==> src/rtl/cla_pipe_addsub.sv <==
// Pipelined carry-lookahead adder/subtractor: one GROUP-bit lookahead group per stage, valid/ready stream.
// Define CLA_PIPE_FLAGS_EN to add registered zero/neg result flags.
module cla_pipe_addsub #(
    parameter int WIDTH = 32,
    parameter int GROUP = 4
) (
    input  logic             clk,
    input  logic             rst_n,
    input  logic             in_valid,
    output logic             in_ready,
    input  logic [WIDTH-1:0] a,
    input  logic [WIDTH-1:0] b,
    input  logic             cin,
    input  logic             sub,
    output logic             out_valid,
    input  logic             out_ready,
    output logic [WIDTH-1:0] res,
    output logic             cout,
`ifdef CLA_PIPE_FLAGS_EN
    output logic             zero,
    output logic             neg,
`endif
    output logic             ovf
);

    localparam int NGRP = WIDTH / GROUP;

    // Returns {carry_out, sum} of one group with every carry expanded from G/P and the group carry-in.
    function automatic logic [GROUP:0] cla_group(input logic [GROUP-1:0] x,
                                                 input logic [GROUP-1:0] y,
                                                 input logic             ci);
        logic [GROUP-1:0] g;
        logic [GROUP-1:0] p;
        logic [GROUP:0]   c;
        logic             term;
        g    = x & y;
        p    = x ^ y;
        c    = '0;
        c[0] = ci;
        for (int i = 1; i <= GROUP; i++) begin
            term = ci;
            for (int j = 0; j < i; j++) term = term & p[j];
            c[i] = term;
            for (int j = 0; j < i; j++) begin
                term = g[j];
                for (int m = j + 1; m < i; m++) term = term & p[m];
                c[i] = c[i] | term;
            end
        end
        return {c[GROUP], p ^ c[GROUP-1:0]};
    endfunction

    logic [WIDTH-1:0]            bb_in;
    logic                        c0;
    logic                        en;
    logic [NGRP-1:0][WIDTH-1:0]  a_d, a_q, bb_d, bb_q;
    logic [NGRP-1:0]             cy_d, cy_q, vld_d, vld_q;
    logic                        ovf_d, ovf_q;
    logic                        unused_bb;

    assign bb_in = b ^ {WIDTH{sub}};
    assign c0    = cin ^ sub;

    // a_q[k] holds finished sum groups 0..k in place and untouched A operand groups above them,
    // so the last stage's a_q is the complete result.
    for (genvar k = 0; k < NGRP; k++) begin : stage
        localparam logic [WIDTH-1:0] GMASK = WIDTH'({GROUP{1'b1}}) << (k * GROUP);
        logic [WIDTH-1:0] a_src;
        logic [WIDTH-1:0] bb_src;
        logic             cy_src;
        logic             vld_src;
        logic [GROUP:0]   grp;

        if (k == 0) begin : from_in
            assign a_src   = a;
            assign bb_src  = bb_in;
            assign cy_src  = c0;
            assign vld_src = in_valid;
        end else begin : from_prev
            assign a_src   = a_q[k-1];
            assign bb_src  = bb_q[k-1];
            assign cy_src  = cy_q[k-1];
            assign vld_src = vld_q[k-1];
        end

        assign grp      = cla_group(a_src[k*GROUP +: GROUP], bb_src[k*GROUP +: GROUP], cy_src);
        assign a_d[k]   = (a_src & ~GMASK) | (WIDTH'(grp[GROUP-1:0]) << (k * GROUP));
        assign bb_d[k]  = bb_src;
        assign cy_d[k]  = grp[GROUP];
        assign vld_d[k] = vld_src;

        if (k == NGRP - 1) begin : last
            assign ovf_d = (a_src[WIDTH-1] == bb_src[WIDTH-1]) & (a_d[k][WIDTH-1] != a_src[WIDTH-1]);
        end
    end

    // Only the upper groups of each bb stage are consumed downstream.
    assign unused_bb = ^bb_q;

    assign out_valid = vld_q[NGRP-1];
    assign en        = ~out_valid | out_ready;
    assign in_ready  = en;

    always_ff @(posedge clk or negedge rst_n) begin
        if (!rst_n) begin
            a_q   <= '0;
            bb_q  <= '0;
            cy_q  <= '0;
            vld_q <= '0;
            ovf_q <= 1'b0;
        end else if (en) begin
            a_q   <= a_d;
            bb_q  <= bb_d;
            cy_q  <= cy_d;
            vld_q <= vld_d;
            ovf_q <= ovf_d;
        end
    end

    assign res  = out_valid ? a_q[NGRP-1] : '0;
    assign cout = out_valid & cy_q[NGRP-1];
    assign ovf  = out_valid & ovf_q;

`ifdef CLA_PIPE_FLAGS_EN
    logic zero_q, neg_q;

    always_ff @(posedge clk or negedge rst_n) begin
        if (!rst_n) begin
            zero_q <= 1'b0;
            neg_q  <= 1'b0;
        end else if (en) begin
            zero_q <= (a_d[NGRP-1] == '0);
            neg_q  <= a_d[NGRP-1][WIDTH-1];
        end
    end

    assign zero = out_valid & zero_q;
    assign neg  = out_valid & neg_q;
`endif

endmodule

==> config.mk <==
export PLATFORM = sky130hd
export DESIGN_NAME = cla_pipe_addsub
export DESIGN_NICKNAME = d
export VERILOG_FILES = /design/src/rtl/cla_pipe_addsub.sv
export SDC_FILE = /design/constraint.sdc
export NUM_CORES = 1
export LEC_CHECK = 0
export CORE_ASPECT_RATIO = 0.75
export CORE_MARGIN = 1
export CORE_UTILIZATION = 38
export CTS_BUF_LIST = sky130_fd_sc_hd__clkbuf_4
export CTS_CLUSTER_DIAMETER = 50
export DETAILED_ROUTE_END_ITERATION = 10
export PLACE_DENSITY = 0.58
export SETUP_SLACK_MARGIN = 0.5
export SLEW_MARGIN = 20
export SYNTH_ARGS = -nofsm -noshare
export SYNTH_HDL_FRONTEND = slang
export SYNTH_SLANG_ARGS = --single-unit
export TNS_END_PERCENT = 50
==> constraint.sdc <==
create_clock -name clk -period 3.9 [get_ports clk]
set_clock_uncertainty 0.1 [all_clocks]
set_input_delay 0.585 -clock clk [delete_from_list [all_inputs] [get_ports clk]]
set_output_delay 0.585 -clock clk [all_outputs]
set_load 0.01 [all_outputs]
### After elaboration in Yosys (flattened, before gate mapping)

Cells that the tools add are included.
W data, S select, Z words.

| cells by class | value |
|---|---|
| $add $sub $neg | 0 |
| multipliers | 0 |
| div/mod/pow operators | 0 |
| $lt $le $gt $ge | 0 |
| equality and inequality tests | 2 |
| shifts and indexed selects | 0 |
| muxes and demuxes | 1 |
| bitwise operators | 199 |
| reductions and logical operators | 0 |

Operator list:

| cell | count |
|---|---|
| $and A1 B1 Y1 | 83 |
| $or A1 B1 Y1 | 81 |
| $xor A4 B4 Y4 | 16 |
| $and A4 B4 Y4 | 8 |
| $mux W32 | 1 |
| $or A28 B32 Y32 | 1 |
| $or A32 B12 Y32 | 1 |
| $or A32 B16 Y32 | 1 |
| $or A32 B20 Y32 | 1 |
| $or A32 B24 Y32 | 1 |
| $or A32 B28 Y32 | 1 |
| $or A32 B4 Y32 | 1 |
| $or A32 B8 Y32 | 1 |
| $xor A32 B32 Y32 | 1 |
| $eq A1 B1 Y1 | 1 |
| $ne A1 B1 Y1 | 1 |
| $not A1 Y1 | 1 |
| $xor A1 B1 Y1 | 1 |

| storage, ports and cells | value |
|---|---|
| bits in registers | 497 |
| latch bits | 0 |
| RAM bits | 0 |
| memory bits (read-only) | 0 |
| output and inout bits | 36 |
| logic and storage cells | 220 |
| memories kept | 0 |

### Longest topological paths before layout

Gate-level depths: netlist (run 1).

| depth | value |
|---|---|
| depth in word-level cells | 11 |
| gate-level depth with buffers | 8 |
| depth with buffers taken out | 6 |

### Worst setup path before layout (run 1)

No wires, ideal clock.

| timing path | value |
|---|---|
| kind | input to register |
| from | input port sub |
| to | register a_q, in the netlist stage[1].a_src[3] |
| arrival | 2420 ps |
| data required time | 3680 ps |
| slack | 1260 ps |
| cell stages on the path | 8 |
| cell sequence | buf_2 -> buf_2 -> xor2_1 -> ha_1 -> ha_1 -> o211a_1 -> or3_1 -> a31o_2 |

| between the ends | value |
|---|---|
| cells in the longest elaborated chain, start to end | 10 |

RTL lines:

| item | line | source |
|---|---|---|
| start, declared | 14 | `input logic sub,` |
| $xor A32 B32 Y32 | 61 | `assign bb_in = b ^ {WIDTH{sub}};` |
| $xor A4 B4 Y4 | 37 | `p = x ^ y;` |
| $and A1 B1 Y1 (3 in a row) | 42 | `for (int j = 0; j < i; j++) term = term & p[j];` |
| $or A1 B1 Y1 (3 in a row) | 47 | `c[i] = c[i] \| term;` |
| $xor A4 B4 Y4 (*) | 50 | `return {c[GROUP], p ^ c[GROUP-1:0]};` |
| $or A32 B4 Y32 (*) | 87 | `assign a_d[k] = (a_src & ~GMASK) \| (WIDTH'(grp[GROUP-1:0]) << (k * GROUP));` |
| end signal, assigned | 106 | `a_q <= '0;` |
| end signal, assigned | 112 | `a_q <= a_d;` |
| end, declared | 56 | `logic [NGRP-1:0][WIDTH-1:0] a_d, a_q, bb_d, bb_q;` |

Mark *: on every way between the ends. The rest lies on a longest branch, timed or not.
A chain may end at the register's enable or synchronous reset.

### Worst setup path after layout (run 1)

| timing path | value |
|---|---|
| from | register vld_q[7] |
| to | output port res[31] |

| between the ends | value |
|---|---|
| cells in the longest elaborated chain, start to end | 1 |

RTL lines:

| item | line | source |
|---|---|---|
| start, declared | 57 | `logic [NGRP-1:0] cy_d, cy_q, vld_d, vld_q;` |
| start signal, assigned | 115 | `vld_q <= vld_d;` |
| $mux W32 | 120 | `assign res = out_valid ? a_q[NGRP-1] : '0;` |
| end, declared | 17 | `output logic [WIDTH-1:0] res,` |

No other way between the ends.

==> results of run 1 <==
synth_stat cells:
library cell,count
clkbuf_1,8
buf_6,25
nor2_1,22
and2_1,39
buf_4,3
a32o_1,1
o21ai_0,47
nor3_1,11
dfrtp_1,385
o31ai_1,11
and2b_1,1
o31a_1,3
fa_1,8
ha_1,40
inv_1,24
a21oi_1,16
buf_2,56
xnor2_1,27
o211a_1,8
a31o_2,5
a22oi_1,5
o21a_1,19
inv_4,1
or3_1,6
a21o_1,8
nand2_1,960
xor2_1,14
nand2b_1,2
worst min-delay path by stage:
stage | slack (ns) | depth (start not counted) | startpoint | endpoint
floorplan | 0.19 | 0 | rst_n | a_q[224]$_DFFE_PN0P_
global placement | 0.35 | 2 | vld_q[4]$_DFFE_PN0P_ | vld_q[4]$_DFFE_PN0P_
detailed placement | 0.35 | 2 | stage[3].a_src[11]$_DFFE_PN0P_ | stage[4].a_src[11]$_DFFE_PN0P_
CTS | 0.16 | 3 | a[11] | stage[1].a_src[11]$_DFFE_PN0P_
global route | 0.16 | 3 | a[11] | stage[1].a_src[11]$_DFFE_PN0P_
finish | 0.25 | 3 | sub | stage[1].bb_src[5]$_DFFE_PN0P_
worst reg2reg max path, cell delays in order, from the launching register on:
cell and delay [ns]:
dfrtp_1 0.44, and2b_4 0.27, buf_12 0.55, o21ai_0 0.48
per-layer routing:
layer  wire length (um)  up-vias  GRT usage, %
li1                   -     5757             -
met3               1330       46          4.29
met4                496        0          4.59
met2              13500      174          21.9
met5                  0        -             0
met1              16300     5246          22.4
layout make-up:
| cell class | count | area [sq um] |
|---|---|---|
| antenna | 1 | 2.50 |
| clock buffer | 142 | 1070 |
| clock inverter | 12 | 106 |
| fill | 4239 | 23300 |
| inverter | 25 | 106 |
| multi-input combinational | 1253 | 5860 |
| sequential | 385 | 9630 |
| tap | 569 | 712 |
| timing repair buffer | 119 | 1250 |
state kept, by name (all words and copies together), names as in the netlist:
| signal | count |
|---|---|
| a_q | 32 |
| vld_q | 8 |
| ovf_q | 1 |
| stage.a_src | 224 |
| cy_q | 8 |
| stage.bb_src | 112 |
where the power goes:
group	total (mW)	internal [mW]	switching, mW
Sequential	6.79	5.81	0.980
Combinational	4.42	1.87	2.55
Clock	3.30	1.77	1.53
cell families after synthesis:
logic type,after synthesis,share of synthesized area [%]
AO/OA/AOI/OAI,123,4.93
XOR/XNOR,41,2.22
adder cells (fa/ha/maj),48,4.08
buffers and inverters,117,4.39
flip-flops,385,59.5
AND/OR/NAND/NOR,1041,24.9
==> out/qor.csv, run 1 <==
stage;metric;value;unit
run_status;status;finished, final reports clean;
clocking;Hold-fix buffers, CTS;1;
setup_path;CP startpoint;vld_q[7]$_DFFE_PN0P_;
setup_path;CP delay by family, top;buffers and inverters;
floorplan;Core Box Area;42000;sq um
timing;Hold Fails Final Rpt;0;
floorplan;die span in x;240;um
clocking;CTS sink count;385;
setup_path;Critical Path RT;3.21;ns
setup_path;crit-path max FO;34;
clocking;clk buf depth;3;
clocking;Clk Latency, worst-skew pair;0.75;ns
synthesis;Post-Syn Nets;1873;
floorplan;die height;181;um
cells_and_area;fin area;18700;sq um
synthesis;cell taking the most area after synthesis;dfrtp_1;
synthesis;Seq/Total Area, Yosys;59.5;%
setup_path;critical path endpoint category;primary output;
setup_path;critical-path cell list;buf_4, and2_1, clkdlybuf4s50_1;
cells_and_area;most common cell after layout, fill and taps aside;nand2_1;
timing;setup violators final;0;
run;max-cap violations;0;
timing;final worst-path cycle share;77.5;%
grt;vias in the first global route;11300;
synthesis;Synth top area share;59.5;%
grt;global-route wire length before repair;54600;um
floorplan;DIE AREA;43500;sq um
synthesis;synth warn;0;
power;P_leak;9.74;nW
route;WL final;31500;um
place;Post-DP Area;17600;sq um
grt;Total Routing Usage GR;15.3;%
timing;FMAX;331;MHz
setup_path;r2r worst-path depth;3;
timing;Slew headroom;32.4;%
route;routed vias;11200;
timing;min cycle time layout;3.02;ns
setup_path;worst reg2reg endpoint;stage[1].bb_src[24]$_DFFE_PN0P_;
cells_and_area;Core Util, Final;44.6;%
synthesis;unique cell type count in the Yosys netlist;28;
clocking;TritonCTS clock tree;built;
route;Wirelength per Cell;12.6;um
setup_path;FF-to-FF Start;vld_q[7]$_DFFE_PN0P_;
floorplan;row count;65;
timing;Hold WS;0.249;ns
synthesis;Syn Area/Cell;9.23;sq um
clocking;H-tree depth;3;
setup_path;reg2reg setup slack;1.88;ns
place;port buffer count;105;
setup_path;Arr. time, crit path;2.34;ns
setup_path;Crit Path Class;reg2out;
place;Detailed Place HPWL;19500;um
grt;largest net degree at the start of global routing;229;
cells_and_area;share of cells above drive strength 1;8.88;%
timing;max-slew violations;0;
place;routability cong.;0.776;
cells_and_area;nets@finish;1998;
clocking;Post-CTS Setup Inserts;0;
timing;RSZ-0062 raised after global routing;no;
setup_path;total buffers and inverters traversed by the critical path;2;
floorplan;IO Count;106;
clocking;clock transition at the registers of the reported paths;0.07;ns
synthesis;Mapped Area;16200;sq um
cells_and_area;Layout area overhead;15.6;%
cells_and_area;most frequent cells in the layout;nand2_1, dfrtp_1, clkbuf_4;
setup_path;Slowest-stage cell, CP;clkdlybuf4s50_1;
cells_and_area;Post-Layout Cell Count;2506;
timing;Total Neg Setup Slack;0;ns
setup_path;critical path depth;3;
grt;Congestion Overflow GR;0;
place;pre-CTS setup slack;1.11;ns
synthesis;Synth area leaders;dfrtp_1, nand2_1, ha_1;
min_path;HP Class;in2reg;
clocking;root buffer cell;clkbuf_4;
route;drt first pass iters;4;
clocking;clock buffer count from CTS;96;
synthesis;FF+latch count, synth;385;
timing;Worst-Margin Slew;1.01;ns
power;VDD IR max;0.335;mV
setup_path;delay of the slowest critical-path stage;0.56;ns
clocking;post-CTS resize count;0;
floorplan;Initial Util;38.5;%
grt;antenna violations before repair;1;
route;post-DR vias/cell;4.48;
place;Placed Cells;2350;
setup_path;Setup crit end;res[31];
route;Residual DRC;0;
power;pwr/cell area;775;nW/um^2
route;DRT iter0 DRCs;722;
setup_path;Startpoint Class;flop;
timing;post-route setup slack;0.877;ns
synthesis;Mapped Cells;1755;
route;Antenna Nets Post-Route;0;
power;total power draw;14.5;mW
Note: power is estimated with default switching activity, not from simulation.
==> inputs of run 2 (changes only) <==
clock period = 2.9 ns   (was 3.9 ns; I/O delays follow)
==> run 2 against run 1 <==
Against the previous run: worst setup slack worse by 0.33 ns; critical endpoint is now res[16]; combinational power increased by 37%; utilization is 0.62 points higher; critical path depth increased by 1; largest power group unchanged; clock power up 42%; routed wire length increased by 3.0%; count of clock-buffer cells in the layout up 9.
==> out/qor.csv, run 2 (synthesis gave the netlist of run 1 again) <==
stage;metric;value;unit;change
run_status;status;finished, final reports clean;;unchanged
place;Detailed Place HPWL;19700;um;was 19500 um
clocking;CTS sink count;385;;unchanged
grt;global-route wire length before repair;55800;um;was 54600 um
setup_path;Arr. time, crit path;1.82;ns;was 2.34 ns
power;pwr/cell area;1050;nW/um^2;was 775 nW/um^2
timing;Total Neg Setup Slack;0;ns;unchanged
floorplan;Initial Util;38.5;%;unchanged
route;Residual DRC;0;;unchanged
timing;Slew headroom;52.7;%;was 32.4%
route;routed vias;11400;;was 11200
cells_and_area;most common cell after layout, fill and taps aside;nand2_1;;unchanged
clocking;clock buffer count from CTS;100;;was 96
grt;vias in the first global route;11600;;was 11300
timing;RSZ-0062 raised after global routing;yes;;was no
cells_and_area;nets@finish;2020;;was 1998
power;P_leak;9.98;nW;was 9.74 nW
cells_and_area;max FFs per register;224;;unchanged
floorplan;die span in x;240;um;unchanged
clocking;H-tree depth;3;;unchanged
setup_path;Startpoint Class;flop;;unchanged
clocking;root buffer cell;clkbuf_4;;unchanged
run;max-cap violations;0;;unchanged
setup_path;Critical Path RT;2.37;ns;was 3.21 ns
cells_and_area;most frequent cells in the layout;nand2_1, dfrtp_1, clkbuf_4;;unchanged
timing;min cycle time layout;2.36;ns;
timing;Worst-Margin Slew;0.709;ns;was 1.01 ns
floorplan;IO Count;106;;unchanged
place;routability cong.;0.791;;was 0.776
cells_and_area;Post-Layout Cell Count;2535;;was 2506
route;WL final;32500;um;was 31500 um
clocking;clock transition at the registers of the reported paths;0.06;ns;was 0.07 ns
cells_and_area;area of the multi-input gates;5880;sq um;was 5860 sq um
setup_path;Crit Path Class;reg2out;;unchanged
setup_path;CP startpoint;vld_q[7]$_DFFE_PN0P_;;unchanged
place;port buffer count;105;;unchanged
min_path;hold path startpoint;a[9];;was sub
route;drt first pass iters;4;;unchanged
cells_and_area;Filler cells;4270;;was 4239
cells_and_area;Layout area overhead;17.2;%;was 15.6%
place;Placed Cells;2353;;was 2350
timing;setup violators final;0;;unchanged
setup_path;FF-to-FF Start;vld_q[7]$_DFFE_PN0P_;;unchanged
timing;Hold Fails Final Rpt;0;;unchanged
timing;FMAX;424;MHz;
grt;antenna violations before repair;4;;was 1
grt;Congestion Overflow GR;0;;unchanged
route;Wirelength per Cell;12.8;um;was 12.6 um
power;VDD IR max;0.379;mV;was 0.335 mV
cells_and_area;Sequential Area;9640;sq um;was 9630 sq um
clocking;Clk Latency, worst-skew pair;0.77;ns;was 0.75 ns
clocking;clk buf depth;3;;unchanged
timing;max-slew violations;0;;unchanged
grt;largest net degree at the start of global routing;160;;was 229
floorplan;Core Box Area;42000;sq um;unchanged
route;DRT iter0 DRCs;721;;was 722
timing;final worst-path cycle share;81.3;%;
cells_and_area;share of cells above drive strength 1;12.0;%;was 8.88%
clocking;TritonCTS clock tree;built;;unchanged
min_path;HP Class;in2reg;;unchanged
setup_path;critical path endpoint category;primary output;;unchanged
floorplan;DIE AREA;43500;sq um;unchanged
setup_path;crit-path max FO;5;;was 34
floorplan;die height;181;um;unchanged
route;post-DR vias/cell;4.48;;about the same
route;Antenna Nets Post-Route;0;;unchanged
floorplan;row count;65;;unchanged
grt;Total Routing Usage GR;15.7;%;was 15.3%
run 2: cell types whose count changed in the layout (fill, tap and decap cells not counted), sizes merged, moves of 3 or more:
| cell | delta |
|---|---|
| buf | +36 |
| clkdlybuf4s50 | -36 |
| clkbuf | +17 |
| dlygate4sd3 | +4 |
| clkdlybuf4s15 | +3 |
| clkinv | +3 |
run 2: report_power, final:
part	total [mW]	switching (mW)	internal (mW)
combinational	6.07	3.44	2.62
clock	4.69	2.09	2.60
sequential	9.19	1.37	7.81
run 2: layout make-up:
type	instances	area share, %
clock inverters	14	0.698
inverters	25	0.560
flip-flops and latches	385	50.7
repair buffers	136	7.27
diodes	1	0.0132
clock buffers	151	5.97
multi-input cells	1253	31.0
well taps	569	3.75
repair inverters	1	0.0461
run 2: final timing paths:
check / end / slack [ns] / cells past startpoint
worst min-delay path: stage[1].a_src[9]$_DFFE_PN0P_ / 0.11 / 3
worst min register to register: stage[3].a_src[23]$_DFFE_PN0P_ / 0.35 / 2
worst max register to register: stage[7].a_src[27]$_DFFE_PN0P_ / 0.66 / 8
min in group asynchronous: stage[3].a_src[7]$_DFFE_PN0P_ / 0.15 / 2
max in group asynchronous: stage[1].bb_src[11]$_DFFE_PN0P_ / 1.64 / 3
worst max-delay path: res[16] / 0.54 / 4
run 2: timing repair:
| action | in CTS | in global routing |
|---|---|---|
| endpoints found under the setup margin | 36 | 27 |
| gates cloned | 3 | 2 |
| hold endpoints to repair | 249 | 0 |
| resized for setup | 126 | 27 |
| buffers inserted | 6 | 0 |
| hold buffers | 5 | 0 |
run 2: stage by stage:
stage / instance area [sq um] / util (%) / worst slack, ns / hold WS [ns] / power (mW)
6_report: 19000 / 45.2 / 0.542 / 0.114 / 19.9
5_1_grt: 19000 / 45.2 / 0.407 / 0.0395 / 21.8
4_1_cts: 19000 / 45.1 / 0.415 / 0.00183 / 20.2
3_5_place_dp: 17600 / 41.9 / 0.249 / 0.338 / 15.3
3_3_place_gp: 17600 / 41.9 / 0.248 / 0.329 / 15.1
2_1_floorplan: 16200 / - / 0.515 / 0.0394 / 13.5
run 2: routing by layer:
layer	global-route usage, %	vias to the layer above	share of wire [%]
met4	5.20	0	1.8
met1	22.2	5294	50
met2	23.3	188	43
li1	-	5820	-
met3	3.94	59	4.3
met5	0	-	0
run 2: worst max-delay path, cell delays in order, from the launching register on:
cell	delay, ns
dfrtp_2	0.45
buf_6	0.16
buf_16	0.13
and2_1	0.13
clkdlybuf4s15_2	0.22
==> inputs of run 3 (changes only) <==
clock period = 2.4 ns   (was 2.9 ns; I/O delays follow)
==> run 3 against run 2 <==
Against the previous run: sequential power increased by 21%; utilization is 0.85 points higher; via count increased by 0.87%; flip-flop and latch count unchanged; critical path type unchanged; highest routed layer unchanged.
==> out/qor.csv, run 3 (synthesis gave the netlist of run 1 again) <==
stage;metric;value;unit;change
run_status;status;finished, final reports clean;;unchanged
floorplan;IO Count;106;;unchanged
grt;antenna violations before repair;4;;unchanged
cells_and_area;nets@finish;2047;;was 2020
floorplan;Core Box Area;42000;sq um;unchanged
clocking;H-tree depth;3;;unchanged
floorplan;die height;181;um;unchanged
run;max-cap violations;0;;unchanged
timing;Worst-Margin Slew;0.642;ns;was 0.709 ns
timing;max-slew violations;0;;unchanged
cells_and_area;share of cells above drive strength 1;12.6;%;was 12.0%
clocking;root buffer cell;clkbuf_4;;unchanged
floorplan;Initial Util;38.5;%;unchanged
power;P_leak;10.1;nW;was 9.98 nW
setup_path;Arr. time, crit path;1.77;ns;was 1.82 ns
timing;Slew headroom;57.2;%;was 52.7%
power;part of the power in the clock network;22.3;%;was 23.5%
grt;Congestion Overflow GR;0;;unchanged
timing;RSZ-0062 raised after global routing;yes;;unchanged
floorplan;row count;65;;unchanged
setup_path;crit-path max FO;9;;was 5
setup_path;critical-path cell list;buf_8, buf_16, and2_1, buf_4;;was buf_6, buf_16, and2_1, clkdlybuf4s15_2
route;post-DR vias/cell;4.48;;about the same
clocking;clk buf depth;3;;unchanged
power;Reg power frac;45.9;%;was 46.1%
cells_and_area;Core Util, Final;46.0;%;was 45.2%
place;routability cong.;0.760;;was 0.791
cells_and_area;fin area;19400;sq um;was 19000 sq um
route;Wirelength per Cell;12.6;um;was 12.8 um
setup_path;Startpoint Class;flop;;unchanged
cells_and_area;Layout area overhead;19.4;%;was 17.2%
clocking;clock buffer count from CTS;98;;was 100
route;WL final;32300;um;was 32500 um
clocking;clock transition at the registers of the reported paths;0.06;ns;about the same
place;Placed Cells;2364;;was 2353
setup_path;Slowest-stage cell, CP;dfrtp_2;;unchanged
cells_and_area;max FFs per register;224;;unchanged
route;routed vias;11500;;was 11400
grt;global-route wire length before repair;56400;um;was 55800 um
floorplan;die span in x;240;um;unchanged
power;VDD IR max;0.474;mV;was 0.379 mV
timing;FMAX;449;MHz;
place;Detailed Place HPWL;20200;um;was 19700 um
route;Residual DRC;0;;unchanged
cells_and_area;Filler cells;4245;;was 4270
clocking;Clk Latency, worst-skew pair;0.77;ns;about the same
place;Post-DP Area;17700;sq um;was 17600 sq um
grt;Total Routing Usage GR;15.8;%;was 15.7%
cells_and_area;most frequent cells in the layout;nand2_1, dfrtp_1, clkbuf_4;;unchanged
timing;Total Neg Setup Slack;0;ns;unchanged
setup_path;Critical Path RT;1.94;ns;was 2.37 ns
timing;final worst-path cycle share;92.7;%;
power;pwr/cell area;1250;nW/um^2;was 1050 nW/um^2
power;switch share;34.7;%;was 34.6%
floorplan;DIE AREA;43500;sq um;unchanged
timing;Hold Fails Final Rpt;0;;unchanged
setup_path;critical path endpoint category;primary output;;unchanged
min_path;HP Class;in2async;;was in2reg
clocking;CTS sink count;385;;unchanged
timing;setup violators final;0;;unchanged
timing;Hold WS;0.0469;ns;was 0.114 ns
grt;largest net degree at the start of global routing;144;;was 160
power;Combinational Power Share;31.8;%;was 30.4%
place;port buffer count;105;;unchanged
cells_and_area;Post-Layout Cell Count;2556;;was 2535
timing;min cycle time layout;2.23;ns;
power;switching pwr;8.36;mW;was 6.90 mW
power;Int Power;15.8;mW;was 13.0 mW
route;Antenna Nets Post-Route;0;;unchanged
cells_and_area;most common cell after layout, fill and taps aside;nand2_1;;unchanged
setup_path;delay of the slowest critical-path stage;0.42;ns;was 0.45 ns
setup_path;Crit Path Class;reg2out;;unchanged
route;DRT iter0 DRCs;697;;was 721
clocking;TritonCTS clock tree;built;;unchanged
route;drt first pass iters;4;;unchanged
grt;vias in the first global route;11600;;about the same
==> run 3: path summary, 6_finish.rpt <==
kind                                                     start                              to  slack (ns)  cells past startpoint
worst max-delay path                      vld_q[7]$_DFFE_PN0P_                         res[14]        0.17                      4
worst min-delay path                                     rst_n  stage[1].a_src[31]$_DFFE_PN0P_        0.05                      2
worst max register to register  stage[7].a_src[28]$_DFFE_PN0P_               ovf_q$_DFFE_PN0P_        0.41                      5
worst min register to register  stage[6].a_src[16]$_DFFE_PN0P_  stage[7].a_src[16]$_DFFE_PN0P_        0.36                      2
max in group asynchronous                                rst_n   stage[2].a_src[8]$_DFFE_PN0P_        1.41                      3
min in group clk                                         a[24]  stage[1].a_src[24]$_DFFE_PN0P_        0.08                      3
==> run 3: routing by layer <==
| metal | wire length (um) | vias to the layer above | global-route usage [%] |
|---|---|---|---|
| met5 | 0 | - | 0 |
| met4 | 539 | 0 | 5.40 |
| met3 | 1760 | 55 | 4.22 |
| met2 | 13800 | 173 | 22.8 |
| met1 | 16200 | 5356 | 22.8 |
| li1 | - | 5876 | - |
==> run 3: timing repair <==
| item | CTS | global route |
|---|---|---|
| endpoints found under the setup margin | 39 | 59 |
| hold buffers | 27 | 0 |
| resized for setup | 101 | 41 |
| cloned | 2 | 2 |
| setup buffers | 2 | 1 |
| hold endpoints to repair | 411 | 0 |
==> run 3: metrics by stage <==
step	setup WS [ns]	power (mW)
finish	0.175	24.1
global route	0.0337	26.4
CTS	0.0879	24.2
detailed placement	-0.0440	18.6
global placement	-0.0430	18.3
floorplan	0.271	16.3
==> run 3: critical path: cells and delay by family (launching register included) <==
family | cells | cell delay, ns
and+or+nand+nor | 1 | 0.15
DFF | 1 | 0.42
buffers and inverters | 3 | 0.43
==> run 3: power by group through the flow <==
| stage | logic (mW) | clock network, mW | registers, mW |
|---|---|---|---|
| after floorplan | 5.64 | 0 | 10.6 |
| after global placement | 7.18 | 0 | 11.1 |
| after detailed placement | 7.37 | 0 | 11.2 |
| after CTS | 7.52 | 5.60 | 11.1 |
| after global routing | 8.93 | 5.96 | 11.5 |
| final | 7.67 | 5.38 | 11.1 |
==> run 3: cell type report <==
| class | instances | area (sq um) | area share (%) |
|---|---|---|---|
| timing repair buffer | 166 | 1790 | 9.26 |
| sequential | 385 | 9640 | 49.8 |
| antenna | 5 | 12.5 | 0.0647 |
| clock buffer | 144 | 1080 | 5.59 |
| tap | 569 | 712 | 3.68 |
| inverter | 25 | 106 | 0.550 |
| clock inverter | 9 | 87.6 | 0.453 |
| multi-input combinational | 1253 | 5930 | 30.6 |
